[src/rtl/subblock_collector.sv]
// Drains the three convolutional-encoder subblock FIFOs (d0, d1, d2) into one
// framed byte stream through a 2-entry skid buffer, honouring downstream backpressure.
module subblock_collector #(
  parameter int SMALL_BYTES = 132,
  parameter int LARGE_BYTES = 768,
  parameter int CNT_W       = 12
) (
  input  logic       clk,
  input  logic       reset,
  input  logic       blk_start,
  input  logic       blk_size,
  input  logic [7:0] q0,
  input  logic [7:0] q1,
  input  logic [7:0] q2,
  input  logic [2:0] empty,
  output logic [2:0] rdreq,
  input  logic       out_ready,
  output logic [7:0] out_data,
  output logic       out_valid,
  output logic       out_sop,
  output logic       out_eop,
  output logic       busy,
  output logic       blk_done
);

  typedef enum logic [2:0] {IDLE, S0, S1, S2, DRAIN} state_t;

  state_t           state_q, state_d, nxt_st;
  logic [CNT_W-1:0] n_q, n_d;
  logic [CNT_W-1:0] last_q, last_d;
  logic [CNT_W-1:0] rd_cnt_q, rd_cnt_d;
  logic [CNT_W-1:0] out_cnt_q, out_cnt_d;
  logic             inflight_q;
  logic [1:0]       sel_q;
  logic [7:0]       skid_q [2];
  logic             wr_ptr_q, rd_ptr_q;
  logic [1:0]       occ_q;
  logic             blk_done_q;

  logic [1:0]       stream;
  logic             in_rd, rd_ok, rd_en;
  logic             push, pop, done_d;
  logic [7:0]       push_data;

  assign out_valid = (occ_q != 2'd0);
  assign out_data  = skid_q[rd_ptr_q];
  assign out_sop   = out_valid && (out_cnt_q == '0);
  assign out_eop   = out_valid && (out_cnt_q == last_q);
  assign busy      = (state_q != IDLE);
  assign blk_done  = blk_done_q;

  assign pop    = out_valid && out_ready;
  assign push   = inflight_q;
  assign done_d = pop && out_eop && (state_q == DRAIN);

  // Read-side data mux follows the stream that issued the read, not the current state.
  always_comb begin
    case (sel_q)
      2'd0:    push_data = q0;
      2'd1:    push_data = q1;
      default: push_data = q2;
    endcase
  end

  always_comb begin
    state_d   = state_q;
    n_d       = n_q;
    last_d    = last_q;
    rd_cnt_d  = rd_cnt_q;
    out_cnt_d = out_cnt_q;
    in_rd     = 1'b0;
    stream    = 2'd0;
    nxt_st    = IDLE;

    case (state_q)
      IDLE: begin
        if (blk_start) begin
          n_d       = blk_size ? CNT_W'(LARGE_BYTES) : CNT_W'(SMALL_BYTES);
          last_d    = blk_size ? CNT_W'(3*LARGE_BYTES-1) : CNT_W'(3*SMALL_BYTES-1);
          rd_cnt_d  = '0;
          out_cnt_d = '0;
          state_d   = S0;
        end
      end
      S0: begin
        in_rd  = 1'b1;
        stream = 2'd0;
        nxt_st = S1;
      end
      S1: begin
        in_rd  = 1'b1;
        stream = 2'd1;
        nxt_st = S2;
      end
      S2: begin
        in_rd  = 1'b1;
        stream = 2'd2;
        nxt_st = DRAIN;
      end
      DRAIN: begin
        if (done_d) state_d = IDLE;
      end
      default: state_d = IDLE;
    endcase

    rd_ok = ({1'b0, occ_q} + {2'b00, inflight_q}) < 3'd2;
    rd_en = in_rd && !empty[stream] && rd_ok;
    rdreq = rd_en ? (3'b001 << stream) : '0;

    if (rd_en) begin
      if (rd_cnt_q == n_q - 1'b1) begin
        rd_cnt_d = '0;
        state_d  = nxt_st;
      end else begin
        rd_cnt_d = rd_cnt_q + 1'b1;
      end
    end

    if (pop) out_cnt_d = out_eop ? '0 : out_cnt_q + 1'b1;
  end

  always_ff @(posedge clk) begin
    if (reset) begin
      state_q    <= IDLE;
      n_q        <= '0;
      last_q     <= '0;
      rd_cnt_q   <= '0;
      out_cnt_q  <= '0;
      inflight_q <= 1'b0;
      sel_q      <= 2'd0;
      skid_q[0]  <= '0;
      skid_q[1]  <= '0;
      wr_ptr_q   <= 1'b0;
      rd_ptr_q   <= 1'b0;
      occ_q      <= 2'd0;
      blk_done_q <= 1'b0;
    end else begin
      state_q    <= state_d;
      n_q        <= n_d;
      last_q     <= last_d;
      rd_cnt_q   <= rd_cnt_d;
      out_cnt_q  <= out_cnt_d;
      inflight_q <= rd_en;
      sel_q      <= stream;
      blk_done_q <= done_d;
      if (push) begin
        skid_q[wr_ptr_q] <= push_data;
        wr_ptr_q         <= ~wr_ptr_q;
      end
      if (pop) rd_ptr_q <= ~rd_ptr_q;
      case ({push, pop})
        2'b10:   occ_q <= occ_q + 2'd1;
        2'b01:   occ_q <= occ_q - 2'd1;
        default: occ_q <= occ_q;
      endcase
    end
  end

endmodule

[config.mk]
export PLATFORM = sky130hd
export DESIGN_NAME = subblock_collector
export DESIGN_NICKNAME = d
export VERILOG_FILES = /design/src/rtl/subblock_collector.sv
export SDC_FILE = /design/constraint.sdc
export NUM_CORES = 1
export LEC_CHECK = 0
export CAP_MARGIN = 20
export CORE_ASPECT_RATIO = 2
export CORE_MARGIN = 8
export CORE_UTILIZATION = 54
export CTS_CLUSTER_SIZE = 14
export DETAILED_ROUTE_END_ITERATION = 8
export PLACE_DENSITY = 0.8
export SLEW_MARGIN = 15
export SYNTH_ARGS = -nofsm -noshare
export SYNTH_HDL_FRONTEND = slang
export SYNTH_SLANG_ARGS = --single-unit
[constraint.sdc]
create_clock -name clk -period 3 [get_ports clk]
set_clock_uncertainty 0.05 [all_clocks]
set_input_delay 0.6 -clock clk [delete_from_list [all_inputs] [get_ports clk]]
set_output_delay 0.6 -clock clk [all_outputs]
set_load 0.05 [all_outputs]
==> reports/summary.md, run 1 <==
The final max-slew violation count was 0; the count of flip-flops with a built-in enable after synthesis was 16. The detailed router placed 2,763 vias in this run. The areal power density over the cells was 429.3 nW/um^2; the global routing usage summed across all routing layers was 0.1945. The ratio of cells with drive above 1 in the final layout is 0.08291, and the die boundary width is 68.65 um. The dominant delay contributor by cell family on the critical path is simple AND/OR/NAND/NOR gates. After the last flow step, the layout net total stands at 436. Setup repair after global routing left no endpoint under its margin. The iteration count of the initial detailed-routing pass was 5. The run gives 0 as the leftover overflow at the end of global routing.

Clock-pin slew was measured on the worst setup and hold paths at 0.09 ns. Pin placement for this block handled 48 I/O pins. The total clock sinks came out at 55. The filler cell count is 459. The tools report the total wirelength of the detailed-routed design as 7.782 mm.

In the final timing run, aggregate negative setup slack is 0 ns. The critical path is of the flip-flop to primary output type. The violation count after the first detailed-routing iteration came out at 129. Worst voltage drop across the vdd grid: 393.1 uV.

Setup violations remaining at the end of the flow were counted as 0. The tool flagged a number of max-cap violations equal to 0. The tools report the maximum root-to-sink buffer count as 2. Total nets after synthesis: 392.

The routed wirelength normalized by instance count was 16.99 um; the count of port buffers added during placement was 47. Walking the worst path, the cells encountered are nor2_1 > nor4b_1 > o211ai_2 > inv_1 > buf_12. The run gives 0.5573 as the effective utilization at floorplan. The commonest register cell after synthesis is sky130_fd_sc_hd__dfxtp_1. After floorplanning, the core was sized to cover 5373 um^2. The first global-routing pass estimated 12.47 mm of wire.

The initialized floorplan defines 38 standard-cell rows. The count of nets left with antenna violations once routing finished came out at 0. TritonCTS built the clock tree. The number of setup buffers added after CTS is 0.

The async set or reset register ratio after synthesis came out at 0. The tools report the worst path required time as 2.35 ns. The final clock period utilization by the worst path was 0.9044.

Number of global-route vias before repair: 2,742. Routability-driven placement finished with a final weighted congestion of 0.8653. The root buffer cell chosen for the clock tree is sky130_fd_sc_hd__clkbuf_8. Entering global routing, the biggest net connects 29 pins. In this run, synthesis produced a sequential element count of 55. Final standard cell utilization of the core: 0.6789. The number of DRC violations after detailed routing was 0; the mean area per synthesized cell was 8.458 um^2.

Number of buffer and inverter instances along the worst setup path: 2. The Yosys step of the flow raised 0 warnings. The worst slew margin relative to its limit came out at 0.2792. The y dimension of the die was 121.3 um; the ratio of routed vias to standard cells was 6.033.

The worst setup path is captured at a primary output. The share of synthesized area occupied by flip-flops and latches was 0.4212. For the worst setup path, the data arrival time is 2.06 ns.

The largest single stage delay on the critical path is 0.59 ns. The min-delay analysis places its worst path in the category flip-flop to flip-flop. The logs give 0.32 ns for the clock insertion delay at the later pin of the skew report and 1.566 mW for the total power after layout. The netlist area before placement is 2994 um^2. The slowest stage of the critical path belongs to the cell sky130_fd_sc_hd__nor4b_1. Achievable frequency: 368.6 MHz.

The run gives 2 as the maximum level of the CTS H-tree. Counting the buffers created by CTS gives 5. The peak fanout along the critical path is 5, and the number of antenna violations at the first check in global routing is 0. 0 antenna diodes ended up in the layout.

Compared with the post-synthesis result, the final layout area differs by 21.81%. For the pin with the worst max-slew slack, the measured transition is 1.077 ns. After synthesis, the netlist uses 51 different library cells. The worst path needs 2.713 ns of the cycle, external delays included. After legalization and detailed placement, the total HPWL measured 5.987 mm.

The tools report the cell leakage power as 1.307 nW. The die covers 8328 um^2. The tools report the synthesized instance count as 354.

The flow ran to the end, and the final reports show no timing, DRC or antenna violations. The hold violation total from the final report is 0. STA classifies the critical path startpoint as a flip-flop.
==> timing repair <==
item                                    in CTS  in global routing
gates resized for setup                      0                  1
hold buffers                                 0                  0
endpoints found under the setup margin       0                  1
==> power breakdown <==
group | internal [mW] | leakage, nW | switching [mW]
logic | 0.147 | 0.788 | 0.209
clock network | 0.162 | 0.0383 | 0.237
registers | 0.788 | 0.482 | 0.0246
total | 1.10 | 1.31 | 0.470
==> stage by stage <==
stage	setup slack [ns]	cells	area, um^2	hold WS, ns
after floorplan	0.3414	354	2994	0.4016
after global placement	0.3179	451	3568	0.4156
after detailed placement	0.3420	451	3568	0.4484
after CTS	0.07698	458	3645	0.4693
after global routing	0.1964	458	3647	0.4955
final	0.2868	458	3647	0.4605
==> worst register-to-register path, delay by kind of cell, from the launching register on <==
| family | cells | cell delay, ns |
|---|---|---|
| compound gates | 2 | 0.74 |
| fa+ha+maj | 1 | 0.29 |
| xor+xnor | 1 | 0.14 |
| flops | 1 | 0.47 |
| buf+inv | 1 | 0.08 |
| simple gates | 2 | 0.60 |
==> cells in the mapped netlist, types with 3 or more instances <==
master / n / share of area
sky130_fd_sc_hd__nor2_1: 53 / 0.066
sky130_fd_sc_hd__dfxtp_1: 39 / 0.26
sky130_fd_sc_hd__nand2_1: 31 / 0.039
sky130_fd_sc_hd__a21oi_1: 20 / 0.033
sky130_fd_sc_hd__nand3_1: 19 / 0.032
sky130_fd_sc_hd__edfxtp_1: 16 / 0.16
sky130_fd_sc_hd__a31oi_1: 14 / 0.029
sky130_fd_sc_hd__clkbuf_1: 14 / 0.018
sky130_fd_sc_hd__inv_1: 14 / 0.018
sky130_fd_sc_hd__nor3_1: 14 / 0.023
sky130_fd_sc_hd__nand4_1: 12 / 0.025
sky130_fd_sc_hd__mux2_2: 9 / 0.034
sky130_fd_sc_hd__mux2i_1: 8 / 0.027
sky130_fd_sc_hd__ha_1: 6 / 0.025
sky130_fd_sc_hd__xor2_1: 6 / 0.018
sky130_fd_sc_hd__nand2b_1: 5 / 0.010
sky130_fd_sc_hd__nand3b_1: 5 / 0.013
sky130_fd_sc_hd__o21ai_0: 5 / 0.0084
sky130_fd_sc_hd__and3_1: 4 / 0.0084
sky130_fd_sc_hd__o211ai_1: 4 / 0.010
sky130_fd_sc_hd__or3_1: 4 / 0.0084
sky130_fd_sc_hd__or4_1: 4 / 0.010
sky130_fd_sc_hd__a32oi_1: 3 / 0.0088
sky130_fd_sc_hd__buf_2: 3 / 0.0050
sky130_fd_sc_hd__nand4b_1: 3 / 0.0088
sky130_fd_sc_hd__nor2b_1: 3 / 0.0063
sky130_fd_sc_hd__nor4_1: 3 / 0.0063
sky130_fd_sc_hd__or2_2: 3 / 0.0063
sky130_fd_sc_hd__xnor2_1: 3 / 0.0088
==> cells by family after synthesis <==
logic type                 after synthesis  synth area share
AOI/OAI and AO/OA                       62            0.1358
xor gates and xnor gates                 9           0.02633
adders and majority gates                6           0.02507
buffers and inverters                   33           0.04262
DFF                                     55            0.4212
muxes                                   17           0.06060
and+or+nand+nor                        172            0.2883
==> layout make-up <==
type	count	area (um^2)	share of cell area
Inverter	15	56.30	0.01544
Tap cell	60	75.07	0.02058
Clock buffer	7	76.32	0.02093
Sequential cell	55	1261	0.3458
Multi-Input combinational cell	266	1605	0.4401
Timing Repair Buffer	55	573.1	0.1571
==> placed cells by master, fill, tap and decap left out, types with 2 or more instances in the layout <==
master                            netlist  layout
sky130_fd_sc_hd__clkbuf_1              14       2
sky130_fd_sc_hd__dfxtp_1               39      39
sky130_fd_sc_hd__mux2i_1                8       8
sky130_fd_sc_hd__a21oi_1               20      20
sky130_fd_sc_hd__nor2b_1                3       3
sky130_fd_sc_hd__a32oi_1                3       3
sky130_fd_sc_hd__or3_1                  4       4
sky130_fd_sc_hd__buf_4                  0       8
sky130_fd_sc_hd__clkdlybuf4s50_1        0      42
sky130_fd_sc_hd__o21ai_1                2       2
sky130_fd_sc_hd__nand3b_1               5       5
sky130_fd_sc_hd__inv_1                 14      14
sky130_fd_sc_hd__mux2_2                 9       9
sky130_fd_sc_hd__o21ai_0                5       5
sky130_fd_sc_hd__and3_1                 4       4
sky130_fd_sc_hd__or4b_1                 2       2
sky130_fd_sc_hd__or4_1                  4       4
sky130_fd_sc_hd__buf_12                 0       4
sky130_fd_sc_hd__nand3_1               19      19
sky130_fd_sc_hd__nor3_1                14      14
sky130_fd_sc_hd__o211ai_2               2       2
sky130_fd_sc_hd__nand2b_1               5       5
sky130_fd_sc_hd__nand4_1               12      12
sky130_fd_sc_hd__a31oi_1               14      14
sky130_fd_sc_hd__nor4_1                 3       3
sky130_fd_sc_hd__nor2_1                53      53
sky130_fd_sc_hd__xor2_1                 6       6
sky130_fd_sc_hd__nor4b_1                2       2
sky130_fd_sc_hd__ha_1                   6       6
sky130_fd_sc_hd__clkbuf_8               0       5
sky130_fd_sc_hd__xnor2_1                3       3
sky130_fd_sc_hd__o21a_1                 2       2
sky130_fd_sc_hd__o211ai_1               4       4
sky130_fd_sc_hd__edfxtp_1              16      16
sky130_fd_sc_hd__or2_2                  3       3
sky130_fd_sc_hd__nand4b_1               3       3
sky130_fd_sc_hd__nand2_1               31      31
==> final timing paths <==
check | start | end | slack [ns] | cells past startpoint
hold / removal | rd_cnt_q[0] | rd_cnt_q[0] | 0.46 | 2
setup / recovery | occ_q[0] | out_eop | 0.29 | 5
setup reg to reg | last_q[8] | rd_cnt_q[11] | 0.56 | 7
hold reg to reg | rd_cnt_q[0] | rd_cnt_q[0] | 0.46 | 2
==> per-layer routing <==
metal,part of all wire,track usage,vias to the layer above
li1,-,-,1365
met5,0,0,-
met4,0.033,0.1097,0
met1,0.35,0.1758,1299
met3,0.044,0.03885,20
met2,0.58,0.3675,79
==> flip-flops by register name (all words and copies together) (netlist names), 2 cells and up, named ones only <==
name	count
rd_cnt_q	12
occ_q	2
skid_q	16
last_q	3
out_cnt_q	12
sel_q	2
state_q	3
Power figures use the tool's default switching activity.
==> inputs of run 2 (changes only) <==
- CORE_UTILIZATION: 54 -> 58
- PLACE_DENSITY: 0.8 -> 0.85
- clock period: 3 -> 3.2 ns (I/O delays scaled with it)
==> run 2 against run 1 <==
Compared with the run above:
- cell count fell by 1.1%
- clock power up 1%
- power fell by 5.4%
- critical endpoint is now out_sop
- largest power group unchanged
==> reports/summary.md, run 2 (synthesized netlist as in run 1, its figures left out) <==
For the count of vias placed by the detailed router, the log shows 2,810 (+1.7%). In this run the worst setup path terminates at out_sop. The area growth from synthesis to layout is 20.02%.

The number of endpoints failing setup at the final stage came out at 0 (unchanged). Traced cell by cell, the critical path runs through or4_1 > nor3_1 > clkdlybuf4s50_1. The number of gates given a new drive strength after cts came out at 0 (unchanged). The clock insertion delay at the later pin of the skew report is 0.31 ns (about the same), and the number of nets still failing antenna checks after routing is 0 (unchanged).

The largest net degree at the start of global routing is 43 (+48%). The iteration count of the initial detailed-routing pass was 5 (unchanged). The number of setup buffers added after CTS was 0 (unchanged). The total clock sinks came out at 55 (unchanged). By startpoint and endpoint, the worst setup path is classified as flip-flop to primary output. The peak fanout along the critical path was 8 (+3); the number of buffer and inverter instances along the worst setup path was 1 (-1). The logs give 1.481 mW (-5.4%) for the total power after layout and 1.276 nW (-2.4%) for the cell leakage power. In this run the critical register-to-register path is captured at rd_cnt_q[9]. The count of port buffers added during placement is 47 (unchanged). The worst setup path is captured at a primary output. The clock slew seen by the registers of the worst setup and hold paths works out to 0.10 ns (about the same). The run gives 0 (unchanged) as the final max-slew violation count. The violation count after the first detailed-routing iteration was 162 (+26%). The transition time of the tightest slew-check pin was 0.7831 ns (-0.2941 ns); the ratio of routed vias to standard cells was 6.203 (+2.8%). The run gives 7.452 mm (-4.2%) as the total wirelength of the detailed-routed design. The final-layout setup total negative slack is 0 ns (unchanged). The startpoint identified for the worst register-to-register timing path is last_q[6]. The number of cells traversed by the worst hold path was 2 (unchanged); the hold violation total from the final report was 0 (unchanged). The leftover overflow at the end of global routing is 0 (unchanged), and the number of cells on the critical path is 3 (-2). The minimum period implied by the final worst setup slack works out to 3.002 ns. For the number of clock buffers inserted by TritonCTS, the log shows 5 (unchanged). TritonCTS built the clock tree.

Register name with the most flops: skid_q. The summed area of non-filler cells in the final layout is 3593 um^2 (-1.5%), and the y dimension of the die is 117.6 um (-3.0%). The run gives 12.21 mm (-2.1%) as the wire length of the first global-routing pass.

For the placer's final routability congestion estimate, the log shows 0.9075 (+4.9%). For the number of DRC violations after detailed routing, the log shows 0 (unchanged). The run gives 7857 um^2 (-5.7%) as the full die area. The maximum root-to-sink buffer count was 2 (unchanged). Clock tree synthesis selected as its root buffer the cell sky130_fd_sc_hd__clkbuf_8. The areal power density over the cells was 412.2 nW/um^2 (-4.0%). The run finished with clean final reports. The number of placed I/O pins was 48 (unchanged); the number of nets in the layout was 432 (-0.92%). The tools report the area of the core as 5046 um^2 (-6.1%). The class of the tightest hold or removal check was flip-flop to flip-flop. The top cell types in the final layout, fill and taps aside, are sky130_fd_sc_hd__nor2_1 (53), sky130_fd_sc_hd__clkdlybuf4s50_1 (43), sky130_fd_sc_hd__dfxtp_1 (39), sky130_fd_sc_hd__nand2_1 (31), sky130_fd_sc_hd__a21oi_1 (20). Worst setup path startpoint: out_cnt_q[2]. The worst-case reg-to-reg path depth came out at 7 (unchanged). The tools report the worst slew margin relative to its limit as 0.4768 (+0.1976). The minimum setup slack among reg-to-reg paths was 0.78 ns (+0.22 ns).

The arrival time at the worst endpoint was 2.31 ns (+0.25 ns); the worst voltage drop across the vdd grid was 433.4 uV (+10%). The logs give 0 (unchanged) for the reported max-cap violation count and 0.1891 (-0.005346) for the global routing usage summed across all routing layers. The worst path required time is 2.51 ns (+0.16 ns). Number of antenna violations at the first check in global routing: 0 (unchanged). The largest registers in the layout are skid_q x16, out_cnt_q x12, rd_cnt_q x12. The routed wirelength normalized by instance count came out at 16.45 um (-3.2%). The cell family contributing the most delay on the critical path is buffers and inverters. The nature of the critical path startpoint was a flip-flop. The number of global-route vias before repair was 2,621 (-4.4%); the row count was 37 (-2.6%).

The final clock period utilization by the worst path was 0.9382; the effective utilization at floorplan was 0.5934 (+0.03607). Maximum level of the CTS H-tree: 2 (unchanged). The library cell contributing the largest single delay on the critical path is sky130_fd_sc_hd__clkdlybuf4s50_1.

The count of antenna diodes in the layout is 0 (unchanged), and the flip-flop count of the largest register, all copies and words added is 16 (unchanged). The delay of the slowest cell on the worst path was 0.84 ns (+0.25 ns); the achievable frequency was 333.1 MHz. Commonest non-fill, non-tap cell in the layout: sky130_fd_sc_hd__nor2_1. The ratio of cells with drive above 1 in the final layout came out at 0.08101 (-0.001902). Setup repair after global routing left no endpoint under its margin. The total placed instance area is 3498 um^2 (-2.0%).

The tools report the half-perimeter wire length after detailed placement as 5.498 mm (-8.2%). The die boundary width is 66.81 um (-2.7%), and the count of hold-fix buffers inserted at cts is 0 (unchanged).
## run 2: changes by cell type in the layout (fill, tap and decap cells not counted), sizes merged
cell and delta:
buf -4, clkbuf -2, inv +2, clkdlybuf4s50 +1, clkinv +1, dlymetal6s2s -1
## run 2: worst reg2reg max path, delay by kind of cell, from the launching register on
| family | cells | cell delay [ns] |
|---|---|---|
| compound gates | 2 | 0.73 |
| xor+xnor | 1 | 0.14 |
| fa+ha+maj | 1 | 0.31 |
| buf+inv | 1 | 0.10 |
| flops | 1 | 0.43 |
| simple gates | 2 | 0.60 |
## run 2: metrics by stage
step / instances / hold slack, ns / setup WS, ns / utilization
3_5_place_dp: 445 / 0.4443 / 0.3149 / 0.6933
3_3_place_gp: 445 / 0.4171 / 0.3690 / 0.6933
5_1_grt: 453 / 0.4930 / 0.1563 / 0.7121
2_1_floorplan: 354 / 0.4016 / 0.5014 / -
4_1_cts: 453 / 0.4606 / 0.2071 / 0.7121
6_report: 453 / 0.4669 / 0.1978 / 0.7121
## run 2: worst min path at each step
| stage | startpoint | slack (ns) | end |
|---|---|---|---|
| 6_report | rd_cnt_q[0] | 0.47 | rd_cnt_q[0] |
| 5_1_grt | rd_cnt_q[0] | 0.49 | rd_cnt_q[0] |
| 4_1_cts | rd_cnt_q[0] | 0.46 | rd_cnt_q[0] |
| 3_5_place_dp | rd_cnt_q[0] | 0.44 | rd_cnt_q[0] |
| 3_3_place_gp | out_cnt_q[10] | 0.42 | out_cnt_q[10] |
| 2_1_floorplan | out_cnt_q[10] | 0.40 | out_cnt_q[10] |
## run 2: routing by layer
layer / part of all wire / track usage
met5: 0 / 0
met4: 0.019 / 0.07537
met1: 0.41 / 0.2364
met2: 0.51 / 0.3070
met3: 0.062 / 0.02955
## run 2: report_power, final
part / internal, mW / leakage (nW) / switching (mW)
Clock: 0.162 / 0.0491 / 0.241
Combinational: 0.125 / 0.745 / 0.191
Sequential: 0.739 / 0.482 / 0.0230
## run 2: layout make-up
type	instances	area, um^2
timing repair buffer	51	503.0
multi-input combinational	266	1605
clock buffer	5	68.82
sequential	55	1261
clock inverter	3	26.28
tap	58	72.57
fill	393	1453
inverter	15	56.30
==> inputs of run 3 (changes only) <==
- CELL_PAD_IN_SITES_DETAIL_PLACEMENT: default -> 0
- CELL_PAD_IN_SITES_GLOBAL_PLACEMENT: default -> 1
- CORE_UTILIZATION: 58 -> 43
- PLACE_DENSITY: 0.85 -> default
- PLACE_DENSITY_LB_ADDON: default -> 0.1
==> run 3 against run 2 <==
Compared with the run above:
- combinational power about the same
- clock power up 40%
- design area up 3.3%
- largest cell class unchanged
- maximum frequency up 1.4%
- sequential share of layout area down 1.1 points
- critical path type unchanged
- first-iteration DRC count up 67%
- routed wire length down 0.74%
- flip-flop and latch count unchanged
- non-clock buffer count up 3
- die area up 28%
- hold slack worse by 0.014 ns
==> reports/summary.md, run 3 (synthesized netlist as in run 1, its figures left out) <==
The run finished with clean final reports. Global routing usage summed across all routing layers: 0.1587 (-0.03047). The worst setup path is launched from a flip-flop. The logs give 0.8091 (-11%) for the placer's final routability congestion estimate and 55 (unchanged) for the total clock sinks. The critical path in this run is classified as flip-flop to primary output. Worst path required time: 2.51 ns (about the same).

The logs give 337.6 MHz (+1.4%) for the achievable frequency and 10,050 um^2 (+28%) for the full die area. For the largest net degree at the start of global routing, the log shows 43 (unchanged). The tools report the number of endpoints failing setup at the final stage as 0 (unchanged). The minimum period implied by the final worst setup slack was 2.962 ns (-0.04052 ns). The final worst hold slack came out at 0.4529 ns (-0.01399 ns). The ratio of cells with drive above 1 in the final layout was 0.08794 (+0.006927). The final max-slew violation count was 0 (unchanged); the final-layout setup total negative slack was 0 ns (unchanged).

Arrival time at the worst endpoint: 2.27 ns (-0.04 ns). The number of placed I/O pins is 48 (unchanged). The number of clock buffers inserted by TritonCTS is 5 (unchanged), and the clock insertion delay at the later pin of the skew report is 0.30 ns (about the same). The iteration count of the initial detailed-routing pass is 5 (unchanged), and the worst slew margin relative to its limit is 0.5468 (+0.07002).

The row count came out at 43 (+16%). The tools report the number of nets still failing antenna checks after routing as 0 (unchanged). In the final layout, the registers with the most flip-flops are skid_q x16, out_cnt_q x12, rd_cnt_q x12. The tools report the worst voltage drop across the vdd grid as 298.0 uV (-31%). The flip-flop count of the largest register, all copies and words added is 16 (unchanged), and the number of DRC violations after detailed routing is 0 (unchanged). The count of port buffers added during placement is 47 (unchanged), and the reported max-cap violation count is 0 (unchanged).

For the cell leakage power, the log shows 1.316 nW (+3.1%). The register name with the most flops is skid_q. The violation count after the first detailed-routing iteration is 270 (+67%), and the y dimension of the die is 134.0 um (+14%). The root buffer cell chosen for the clock tree is sky130_fd_sc_hd__clkbuf_16. The worst hold path belongs to the class flip-flop to flip-flop.

For the wire length of the first global-routing pass, the log shows 12.38 mm (+1.4%). Count of antenna diodes in the layout: 0 (unchanged). The die boundary width is 75.01 um (+12%). The run gives 2 (unchanged) as the maximum root-to-sink buffer count. The commonest non-fill, non-tap cell in the layout is sky130_fd_sc_hd__nor2_1.

The final clock period utilization by the worst path came out at 0.9255 (-0.01266). STA classifies the critical path endpoint as a primary output. The leftover overflow at the end of global routing was 0 (unchanged); the routed wirelength normalized by instance count was 15.16 um (-7.9%).

TritonCTS built the clock tree. The ratio of routed vias to standard cells was 5.496 (-11%). The number of setup buffers added after CTS is 0 (unchanged). The peak fanout along the critical path works out to 8 (unchanged). The area of the core was 6833 um^2 (+35%); the clock slew seen by the registers of the worst setup and hold paths was 0.07 ns (-0.03 ns).

Setup repair after global routing left no endpoint under its margin. For the total wirelength of the detailed-routed design, the log shows 7.397 mm (-0.74%). The tools report the number of gates given a new drive strength after cts as 0 (unchanged). The growth of design area from synthesis to finish was 23.99%; the count of hold-fix buffers inserted at cts was 0 (unchanged). For the total power after layout, the log shows 1.644 mW (+11%). The number of global-route vias before repair came out at 2,512 (-4.2%). The library cells used most frequently in the layout, excluding fill and tap cells, are sky130_fd_sc_hd__nor2_1 (53), sky130_fd_sc_hd__clkdlybuf4s50_1 (43), sky130_fd_sc_hd__dfxtp_1 (39), sky130_fd_sc_hd__nand2_1 (31), sky130_fd_sc_hd__a21oi_1 (20). The number of antenna violations at the first check in global routing is 0 (unchanged). The areal power density over the cells is 442.7 nW/um^2 (+7.4%), and the transition time of the tightest slew-check pin is 0.6783 ns (-0.1048 ns). The number of nets in the layout was 435 (+0.69%); the half-perimeter wire length after detailed placement was 5.480 mm (-0.32%). For the count of vias placed by the detailed router, the log shows 2,682 (-4.6%).

The logs give 0 (unchanged) for the hold violation total from the final report and 0.4382 (-0.1552) for the effective utilization at floorplan. Maximum level of the CTS H-tree: 2 (unchanged).
run 3: area by class of cell:
| cell class | instances | area (um^2) |
|---|---|---|
| fillers | 656 | 3120 |
| multi-input cells | 266 | 1605 |
| flip-flops and latches | 55 | 1261 |
| repair buffers | 54 | 525.5 |
| clock buffers | 5 | 125.1 |
| well taps | 90 | 112.6 |
| inverters | 15 | 56.30 |
| clock inverters | 3 | 26.28 |
run 3: worst paths after layout:
kind,start,end,slack [ns],depth (start not counted)
setup / recovery,out_cnt_q[2],out_sop,0.24,3
hold / removal,rd_cnt_q[0],rd_cnt_q[0],0.45,2
setup reg to reg,last_q[6],state_q[1],0.81,6
hold reg to reg,rd_cnt_q[0],rd_cnt_q[0],0.45,2
run 3: per-stage QoR:
step / instances / util / area (um^2) / worst slack [ns]
after detailed placement: 480 / 0.5212 / 3561 / 0.5074
final: 488 / 0.5433 / 3712 / 0.2383
after global routing: 488 / 0.5433 / 3712 / 0.1555
after global placement: 480 / 0.5212 / 3561 / 0.5627
after CTS: 488 / 0.5433 / 3712 / 0.2521
after floorplan: 354 / - / 2994 / 0.5014
run 3: power by group:
part | switching, mW | total [mW] | internal (mW) | leakage [nW]
Sequential | 0.0224 | 0.761 | 0.738 | 0.482
Clock | 0.265 | 0.563 | 0.298 | 0.0748
Combinational | 0.192 | 0.320 | 0.128 | 0.759
Total | 0.479 | 1.64 | 1.16 | 1.32
run 3: metal layers:
metal | wire length [um] | share of wire | track usage | up-vias
met4 | 97 | 0.013 | 0.05055 | 0
met3 | 404 | 0.055 | 0.03515 | 6
met5 | 0 | 0 | 0 | -
met2 | 3725 | 0.50 | 0.2558 | 58
li1 | - | - | - | 1370
met1 | 3170 | 0.43 | 0.1992 | 1248
run 3: worst max-delay path, stage by stage, from the launching register on:
cell and delay, ns:
sky130_fd_sc_hd__dfxtp_1 0.37, sky130_fd_sc_hd__or4_1 0.54, sky130_fd_sc_hd__nor3_1 0.21, sky130_fd_sc_hd__clkdlybuf4s50_1 0.85
